==> src/rtl/list_stream_harness_if.sv <==
// Producer-side handshake bundle between the harness and a list-producing dataflow DUT.
interface list_stream_harness_if #(
  parameter int DATA_W = 8
) ();
  logic              dut_start;
  logic              dut_done;
  logic              list_req;
  logic              list_ack;
  logic [DATA_W-1:0] list_value;
  logic              list_value_valid;

  modport master (
    output dut_start, list_req,
    input  dut_done, list_ack, list_value, list_value_valid
  );

  modport slave (
    input  dut_start, list_req,
    output dut_done, list_ack, list_value, list_value_valid
  );
endinterface

==> src/rtl/list_stream_harness.sv <==
// Periodic run launcher for a list-producing DUT: paces req/ack pulls, accumulates
// count and checksum, flags timeout/overflow/protocol errors and reports on LED.
module list_stream_harness #(
  parameter int DATA_W    = 8,
  parameter int PERIOD_W  = 25,
  parameter int GAP       = 10,
  parameter int TIMEOUT   = 1024,
  parameter int MAX_ELEMS = 255
) (
  input  logic                 CLOCK_50,
  input  logic                 reset,
  input  logic [1:0]           KEY,
  list_stream_harness_if.master bus,
  output logic [7:0]           elem_count,
  output logic [DATA_W-1:0]    checksum,
  output logic [1:0]           status,
  output logic [7:0]           run_count,
  output logic [7:0]           LED
);
  typedef enum logic [2:0] {S_IDLE, S_REQ, S_GAP, S_DRAIN, S_REPORT} state_t;

  localparam int                WAIT_W    = $clog2(TIMEOUT + 1);
  localparam logic [WAIT_W-1:0] WAIT_LAST = WAIT_W'(TIMEOUT - 1);
  localparam logic [8:0]        GAP_L     = 9'(GAP);
  localparam logic [7:0]        MAX_L     = 8'(MAX_ELEMS);
  localparam logic [1:0]        ST_OK = 2'b00, ST_TIMEOUT = 2'b01,
                                ST_OVERFLOW = 2'b10, ST_PROTO = 2'b11;

  state_t              state_q;
  logic [PERIOD_W-1:0] timer_q;
  logic [WAIT_W-1:0]   wait_q;
  logic [7:0]          gap_q;
  logic [7:0]          cnt_q, cnt_d;
  logic [DATA_W-1:0]   sum_q, sum_d;
  logic                dut_start_q, list_req_q;
  logic [7:0]          elem_count_q, run_count_q;
  logic [DATA_W-1:0]   checksum_q;
  logic [1:0]          status_q;
  logic                fin;
  logic [1:0]          fin_status;

  assign cnt_d = cnt_q + 8'd1;
  assign sum_d = sum_q + bus.list_value;

  // Every run termination funnels through here so the summary latch is in one place.
  always_comb begin
    fin        = 1'b0;
    fin_status = ST_OK;
    unique case (state_q)
      S_REQ: begin
        if (bus.list_ack) begin
          if (bus.list_value_valid && !(cnt_q < MAX_L)) begin
            fin        = 1'b1;
            fin_status = ST_OVERFLOW;
          end
        end else if (wait_q == WAIT_LAST) begin
          fin        = 1'b1;
          fin_status = ST_TIMEOUT;
        end
      end
      S_GAP: begin
        if (bus.list_ack) begin
          fin        = 1'b1;
          fin_status = ST_PROTO;
        end
      end
      S_DRAIN: begin
        if (bus.list_ack) begin
          fin        = 1'b1;
          fin_status = ST_PROTO;
        end else if (bus.dut_done) begin
          fin        = 1'b1;
          fin_status = ST_OK;
        end else if (wait_q == WAIT_LAST) begin
          fin        = 1'b1;
          fin_status = ST_TIMEOUT;
        end
      end
      default: ;
    endcase
  end

  always_ff @(posedge CLOCK_50 or posedge reset) begin
    if (reset) begin
      state_q      <= S_IDLE;
      timer_q      <= '0;
      wait_q       <= '0;
      gap_q        <= '0;
      cnt_q        <= '0;
      sum_q        <= '0;
      dut_start_q  <= 1'b0;
      list_req_q   <= 1'b0;
      elem_count_q <= '0;
      checksum_q   <= '0;
      status_q     <= '0;
      run_count_q  <= '0;
    end else begin
      timer_q <= timer_q + PERIOD_W'(1);
      if (fin) begin
        state_q      <= S_REPORT;
        dut_start_q  <= 1'b0;
        list_req_q   <= 1'b0;
        elem_count_q <= cnt_q;
        checksum_q   <= sum_q;
        status_q     <= fin_status;
        run_count_q  <= run_count_q + 8'd1;
      end else begin
        unique case (state_q)
          S_IDLE: begin
            if (timer_q == '0 && KEY[0]) begin
              state_q     <= S_REQ;
              dut_start_q <= 1'b1;
              list_req_q  <= 1'b1;
              cnt_q       <= '0;
              sum_q       <= '0;
              wait_q      <= '0;
            end
          end
          S_REQ: begin
            if (bus.list_ack) begin
              list_req_q <= 1'b0;
              wait_q     <= '0;
              if (bus.list_value_valid) begin
                cnt_q   <= cnt_d;
                sum_q   <= sum_d;
                gap_q   <= '0;
                state_q <= S_GAP;
              end else begin
                state_q <= S_DRAIN;
              end
            end else begin
              wait_q <= wait_q + WAIT_W'(1);
            end
          end
          S_GAP: begin
            // GAP=0 still spends this one cycle here, giving the minimum one-cycle low req.
            if (({1'b0, gap_q} + 9'd1) >= GAP_L) begin
              list_req_q <= 1'b1;
              wait_q     <= '0;
              state_q    <= S_REQ;
            end else begin
              gap_q <= gap_q + 8'd1;
            end
          end
          S_DRAIN:  wait_q  <= wait_q + WAIT_W'(1);
          S_REPORT: state_q <= S_IDLE;
          default:  state_q <= S_IDLE;
        endcase
      end
    end
  end

  assign bus.dut_start = dut_start_q;
  assign bus.list_req  = list_req_q;
  assign elem_count    = elem_count_q;
  assign checksum      = checksum_q;
  assign status        = status_q;
  assign run_count     = run_count_q;
  assign LED           = KEY[1] ? elem_count_q : {status_q, run_count_q[5:0]};
endmodule

==> src/flat_wrapper.sv <==
// flat-port wrapper written by rule: the top's interface ports become plain ports
module list_stream_harness_flat 
#(
  parameter int DATA_W    = 8,
  parameter int PERIOD_W  = 25,
  parameter int GAP       = 10,
  parameter int TIMEOUT   = 1024,
  parameter int MAX_ELEMS = 255
)
  (CLOCK_50, reset, KEY, elem_count, checksum, status, run_count, LED, bus_dut_start, bus_list_req, bus_dut_done, bus_list_ack, bus_list_value, bus_list_value_valid);
  list_stream_harness_if #(.DATA_W(DATA_W)) bus_i ();
  input  logic CLOCK_50;
  input  logic reset;
  input  logic [1:0] KEY;
  output logic [7:0] elem_count;
  output logic [DATA_W-1:0] checksum;
  output logic [1:0] status;
  output logic [7:0] run_count;
  output logic [7:0] LED;
  output wire logic [$bits(bus_i.dut_start)-1:0] bus_dut_start;
  output wire logic [$bits(bus_i.list_req)-1:0] bus_list_req;
  input wire logic [$bits(bus_i.dut_done)-1:0] bus_dut_done;
  input wire logic [$bits(bus_i.list_ack)-1:0] bus_list_ack;
  input wire logic [$bits(bus_i.list_value)-1:0] bus_list_value;
  input wire logic [$bits(bus_i.list_value_valid)-1:0] bus_list_value_valid;
  assign bus_dut_start = bus_i.dut_start;
  assign bus_list_req = bus_i.list_req;
  assign bus_i.dut_done = bus_dut_done;
  assign bus_i.list_ack = bus_list_ack;
  assign bus_i.list_value = bus_list_value;
  assign bus_i.list_value_valid = bus_list_value_valid;
  list_stream_harness #(.DATA_W(DATA_W), .PERIOD_W(PERIOD_W), .GAP(GAP), .TIMEOUT(TIMEOUT), .MAX_ELEMS(MAX_ELEMS)) u_core (.CLOCK_50(CLOCK_50), .reset(reset), .KEY(KEY), .bus(bus_i), .elem_count(elem_count), .checksum(checksum), .status(status), .run_count(run_count), .LED(LED));
endmodule
==> config.mk <==
export PLATFORM = sky130hd
export DESIGN_NAME = list_stream_harness_flat
export DESIGN_NICKNAME = d
export VERILOG_FILES = /design/src/rtl/list_stream_harness_if.sv /design/src/rtl/list_stream_harness.sv /design/src/flat_wrapper.sv
export SDC_FILE = /design/constraint.sdc
export NUM_CORES = 1
export LEC_CHECK = 0
export BUFFER_PORTS_ARGS = -buffer_cell sky130_fd_sc_hd__buf_2
export CAP_MARGIN = 20
export CELL_PAD_IN_SITES_DETAIL_PLACEMENT = 0
export CELL_PAD_IN_SITES_GLOBAL_PLACEMENT = 2
export CORE_AREA = 4 4 129 100
export DETAILED_ROUTE_END_ITERATION = 8
export DIE_AREA = 0 0 133 104
export GPL_TIMING_DRIVEN = 1
export PLACE_DENSITY_LB_ADDON = 0.1
export SLEW_MARGIN = 20
export SYNTH_ARGS = -nofsm -noshare
export SYNTH_HDL_FRONTEND = slang
export SYNTH_SLANG_ARGS = --single-unit
==> constraint.sdc <==
create_clock -name CLOCK_50 -period 5.9 [get_ports CLOCK_50]
set_clock_uncertainty 0.1 [all_clocks]
set_input_delay 1.18 -clock CLOCK_50 [delete_from_list [all_inputs] [get_ports CLOCK_50]]
set_output_delay 1.18 -clock CLOCK_50 [all_outputs]
set_load 0.1 [all_outputs]
Word level (Yosys, flattened, before mapping). Cells that the tools add are included.

Add/subtract/negate cells: 7. Order comparisons: 2. Reductions and logical operators: 17. Bitwise logic cells: 1. Multiplexer cells: 43. Equality and inequality tests: 13.

Operators with widths (count): $mux W8 (9); $pmux W8 S2 (3); $pmux W11 S4 (1); $mux W11 (3); $add A25 B1 Y25 const B (1); $logic_not A25 Y1 (1); $add A8 B1 Y8 const B (3); $mux W1 (14); $mux W3 (4); $pmux W3 S4 (1); $reduce_and A4 Y1 (3); $add A11 B1 Y11 const B (1); $eq A11 B10 Y1 const B (1); $mux W2 (5); $reduce_and A5 Y1 (2); $add A8 B1 Y9 const B (1); $ge A9 B4 Y1 const B (1); $add A8 B8 Y8 (1); $lt A8 B8 Y1 const B (1); $reduce_bool A2 Y1 (4); $reduce_bool A4 Y1 (2); $eq A3 B2 Y1 const B (2); $ne A2 B1 Y1 const B (3); $ne A2 B2 Y1 const B (3); 10 further kinds (13).

Output and inout bits: 36. Register bits: 91. Bits of input ports: 15. Word-level logic and storage cells: 95.

Logic depth before layout (Yosys ltp).
Depth after elaboration: 8. Depth in mapped cells: 12. Mapped depth without buffers: 8.

Worst setup path after synthesis. Ideal clock, no wire load.

Path type: input to output. Start: in KEY[1]. End: out LED[6]. Path slack: 1110 ps. Cell stages on the path: 2. Arrival: 3510 ps. Required time: 4620 ps. Buffers on the path: 1. Cells stage by stage: clkbuf_1 > o21ai_0.

Cells in the longest elaborated chain, start to end: 1.

Ends and longest elaborated chain: from (decl) (line flat_wrapper.sv:14) `input logic [1:0] KEY;`; $mux W8 (line list_stream_harness.sv:159) `assign LED = KEY[1] ? elem_count_q : {status_q, run_count_q[5:0]};`; to (decl) (line flat_wrapper.sv:19) `output logic [7:0] LED;`.

Every way passes these cells.

Worst setup path after layout. Same ends and word-level chain as after synthesis.

==> flow_summary.toml <==
[place]
place_inst = 670
dpl-instance-area_mm2 = 0.00496
dp_hpwl_um = 7360
gp_congestion = 0.754
port_buffers = 50

[logic_synthesis]
syn_nets = 503
avgSynthCellArea_um2 = 9.68
syn_inst = 473
synthFlopType = "dfrtp_1"
synth_edf_count = 0
yosysWarnings = 0
synth_cell_type_count = 57
ys_seq_area_frac = 0.497
async_reset_ff_frac = 1.00
syn_area_mm2 = 0.00458
synth-seq-cells = 91

[floorplanning]
initial_utilization = 0.397
dieArea_mm2 = 0.0138
die_width_um = 133
coreArea_mm2 = 0.0115
io_pins = 51
die_y_um = 104
fp-row-count = 34

[power_and_ir_drop]
ir_worst_vdd_uv = 442
power_density_mw_per_mm2 = 456
leakage_nw = 2.56

[final_layout]
multi_input_area_mm2 = 0.00216
syn_to_final_growth_pct = 14.9
fillers = 1119
nets = 549
finalInstanceArea_mm2 = 0.00526
diodes = 0
seqCellArea_mm2 = 0.00228
drive_gt1_frac = 0.162
fin_cells = 686

[min_path]
min_path_type = "flop to flop"
min_from = "u_core.checksum[1]$_DFFE_PP0P_"
hold_path_end = "u_core.checksum[1]$_DFFE_PP0P_"
worstHoldPathCells = 2

[run_status]
outcome = "finished, final reports clean"

[cts]
clk_latency_ps = 340
cts_root_buf = "clkbuf_16"
clock_sinks = 91
ctsHoldBuffers = 0
cts_max_path_buffers = 2
cts_tree = "yes"
postCtsSetupBuffers = 0
cts.repair.resized = 0
ctsHtreeMaxLevel = 3
cts_buffers = 9
path_clk_slew_ps = 60

[grt]
antenna_found_initial = 0
track_usage = 0.160
grt_max_degree = 52
grt_pass1_wl_um = 17700
overflow = 0
grt_pass1_vias = 3350

[sta]
finalCriticalPeriod_ps = 3440
relSlewSlack = 0.476
hold_viol = 0
setup_viol = 0
setup_tns_ps = 0
max_freq_ghz = 0.290
post-route-period-util = 0.583
rsz0062_at_grt = "no"
worst_pin_slew_ps = 783
maxSlewViolCount = 0
holdWs_ps = 367

[worst_setup_path]
rr_worst_depth = 7
crit_fanout = 9
r2r-start = "u_core.state_q[0]$_DFFE_PP0P_"
critPathKind = "input port to output port"
critPathCaptureType = "output port"
r2r-end = "u_core.wait_q[4]$_DFFE_PP0P_"
start_kind = "input port"
worst_ep_required_time_ps = 4620
critical_path_arrival_ps = 2160
rrSetupSlack_ps = 2940

[run]
drv_cap = 0

[drt]
drc = 0
vias = 3465
post_drt_wl_per_cell_um = 15.3
met2_length_um = 4410
first_iter_violations = 204
highest_layer = "met4"
antenna_left = 0
avgViaCountPerCell = 5.05
wl_met1_um = 5570
routed-wl-met3_um = 416
wl_um = 10500
drtPass1Iterations = 4
## cells by family after synthesis
family                     after synthesis  share of synthesized area
muxes                                    8                     0.0194
buffers and inverters                   31                     0.0303
xor gates and xnor gates                40                     0.0765
AOI/OAI and AO/OA                       73                      0.110
and+or+nand+nor                        215                      0.224
DFF                                     91                      0.497
adders and majority gates               15                     0.0426
## critical path: stages
cell     delay [ps]
buf_2           300
nand2_1         120
o21ai_0         100
buf_2           460
## metrics by stage
step / worst slack, ps / util / power (mW)
2_1_floorplan: 1110 / - / 1.65
3_3_place_gp: 2160 / 0.430 / 1.83
3_5_place_dp: 2150 / 0.430 / 1.83
4_1_cts: 2460 / 0.456 / 2.43
5_1_grt: 2330 / 0.456 / 2.54
6_report: 2460 / 0.456 / 2.40
## flip-flops by register name (all words and copies together), names as in the netlist, 2 cells and up
| register | cells |
|---|---|
| u_core.timer_q | 25 |
| u_core.checksum | 8 |
| u_core.cnt_q | 8 |
| u_core.elem_count | 8 |
| u_core.state_q | 3 |
| u_core.run_count | 8 |
| u_core.gap_q | 8 |
| u_core.sum_q | 8 |
| u_core.status | 2 |
| u_core.wait_q | 11 |
## report_power, final
group / leakage [nW] / internal, mW / switching (mW)
logic: 1.18 / 0.226 / 0.744
registers: 1.23 / 0.722 / 0.119
clock network: 0.151 / 0.332 / 0.255
total: 2.56 / 1.28 / 1.12
## how the worst max path moves through the flow
stage,to,from,slack (ps),cells past startpoint
after floorplan,LED[6],KEY[1],1110,2
after global routing,u_core.wait_q[3]$_DFFE_PP0P_,bus_list_ack,2330,8
after CTS,LED[6],KEY[1],2460,4
after detailed placement,u_core.wait_q[3]$_DFFE_PP0P_,bus_list_ack,2150,8
after global placement,u_core.wait_q[3]$_DFFE_PP0P_,bus_list_ack,2160,8
final,LED[6],KEY[1],2460,4
## cell type report
cell class / instances / share of cell area
clock buffers: 9 / 0.0428
repair buffers: 52 / 0.0504
inverters: 14 / 0.0102
clock inverters: 7 / 0.0143
flip-flops and latches: 91 / 0.433
well taps: 162 / 0.0385
multi-input cells: 351 / 0.411
## synthesized netlist by cell type (2+ instances only)
library cell   n  share of area
o21ai_0       21          0.023
nand2_1       95          0.078
nor2b_1        3         0.0041
nor4b_1        2         0.0038
a22o_1         4         0.0077
clkbuf_1       6         0.0049
a21oi_1        8         0.0087
o41ai_1        2         0.0038
nand2b_1       6         0.0082
or3b_2         2         0.0038
nor4_1         5         0.0068
xor2_1        14          0.027
or3_1          2         0.0027
and2_1         6         0.0082
and4_1         2         0.0038
and3_1         6         0.0082
nor2_1        28          0.023
buf_2          9         0.0098
ha_1          14          0.038
a211o_1        2         0.0038
nand4_1       11          0.015
nor3b_1        3         0.0049
nand3_1       29          0.032
mux2_2         7          0.017
xnor2_1       26          0.050
a21o_1         3         0.0049
o211ai_1       3         0.0049
or2_2          2         0.0027
nor3_1         8         0.0087
o31ai_1       11          0.018
dfrtp_1       91           0.50
inv_1         13          0.011
a31oi_1        5         0.0068
## cells in the final DEF (no fill, tap or decap), types with 3 or more instances in the layout
cell type / n
ha_1: 14
a22o_1: 4
nand4_1: 11
and3_1: 6
nor3_1: 8
inv_1: 12
xnor2_1: 26
inv_6: 3
dfrtp_1: 91
nor3b_1: 3
clkinv_2: 3
nor4_1: 5
mux2_2: 7
o31ai_1: 11
a31oi_1: 5
xor2_1: 14
a21o_1: 3
nand2b_1: 6
o21ai_0: 21
nor2_1: 28
nand3_1: 29
and2_1: 6
o211ai_1: 3
nand2_1: 95
nor2b_1: 3
a21oi_1: 8
buf_2: 50
clkbuf_16: 9
## layer usage
| layer | up-vias | GRT usage |
|---|---|---|
| met5 | - | 0 |
| met4 | 0 | 0.0467 |
| met1 | 1663 | 0.245 |
| li1 | 1742 | - |
| met3 | 11 | 0.0377 |
| met2 | 49 | 0.221 |
(Power assumes the default switching activity.)
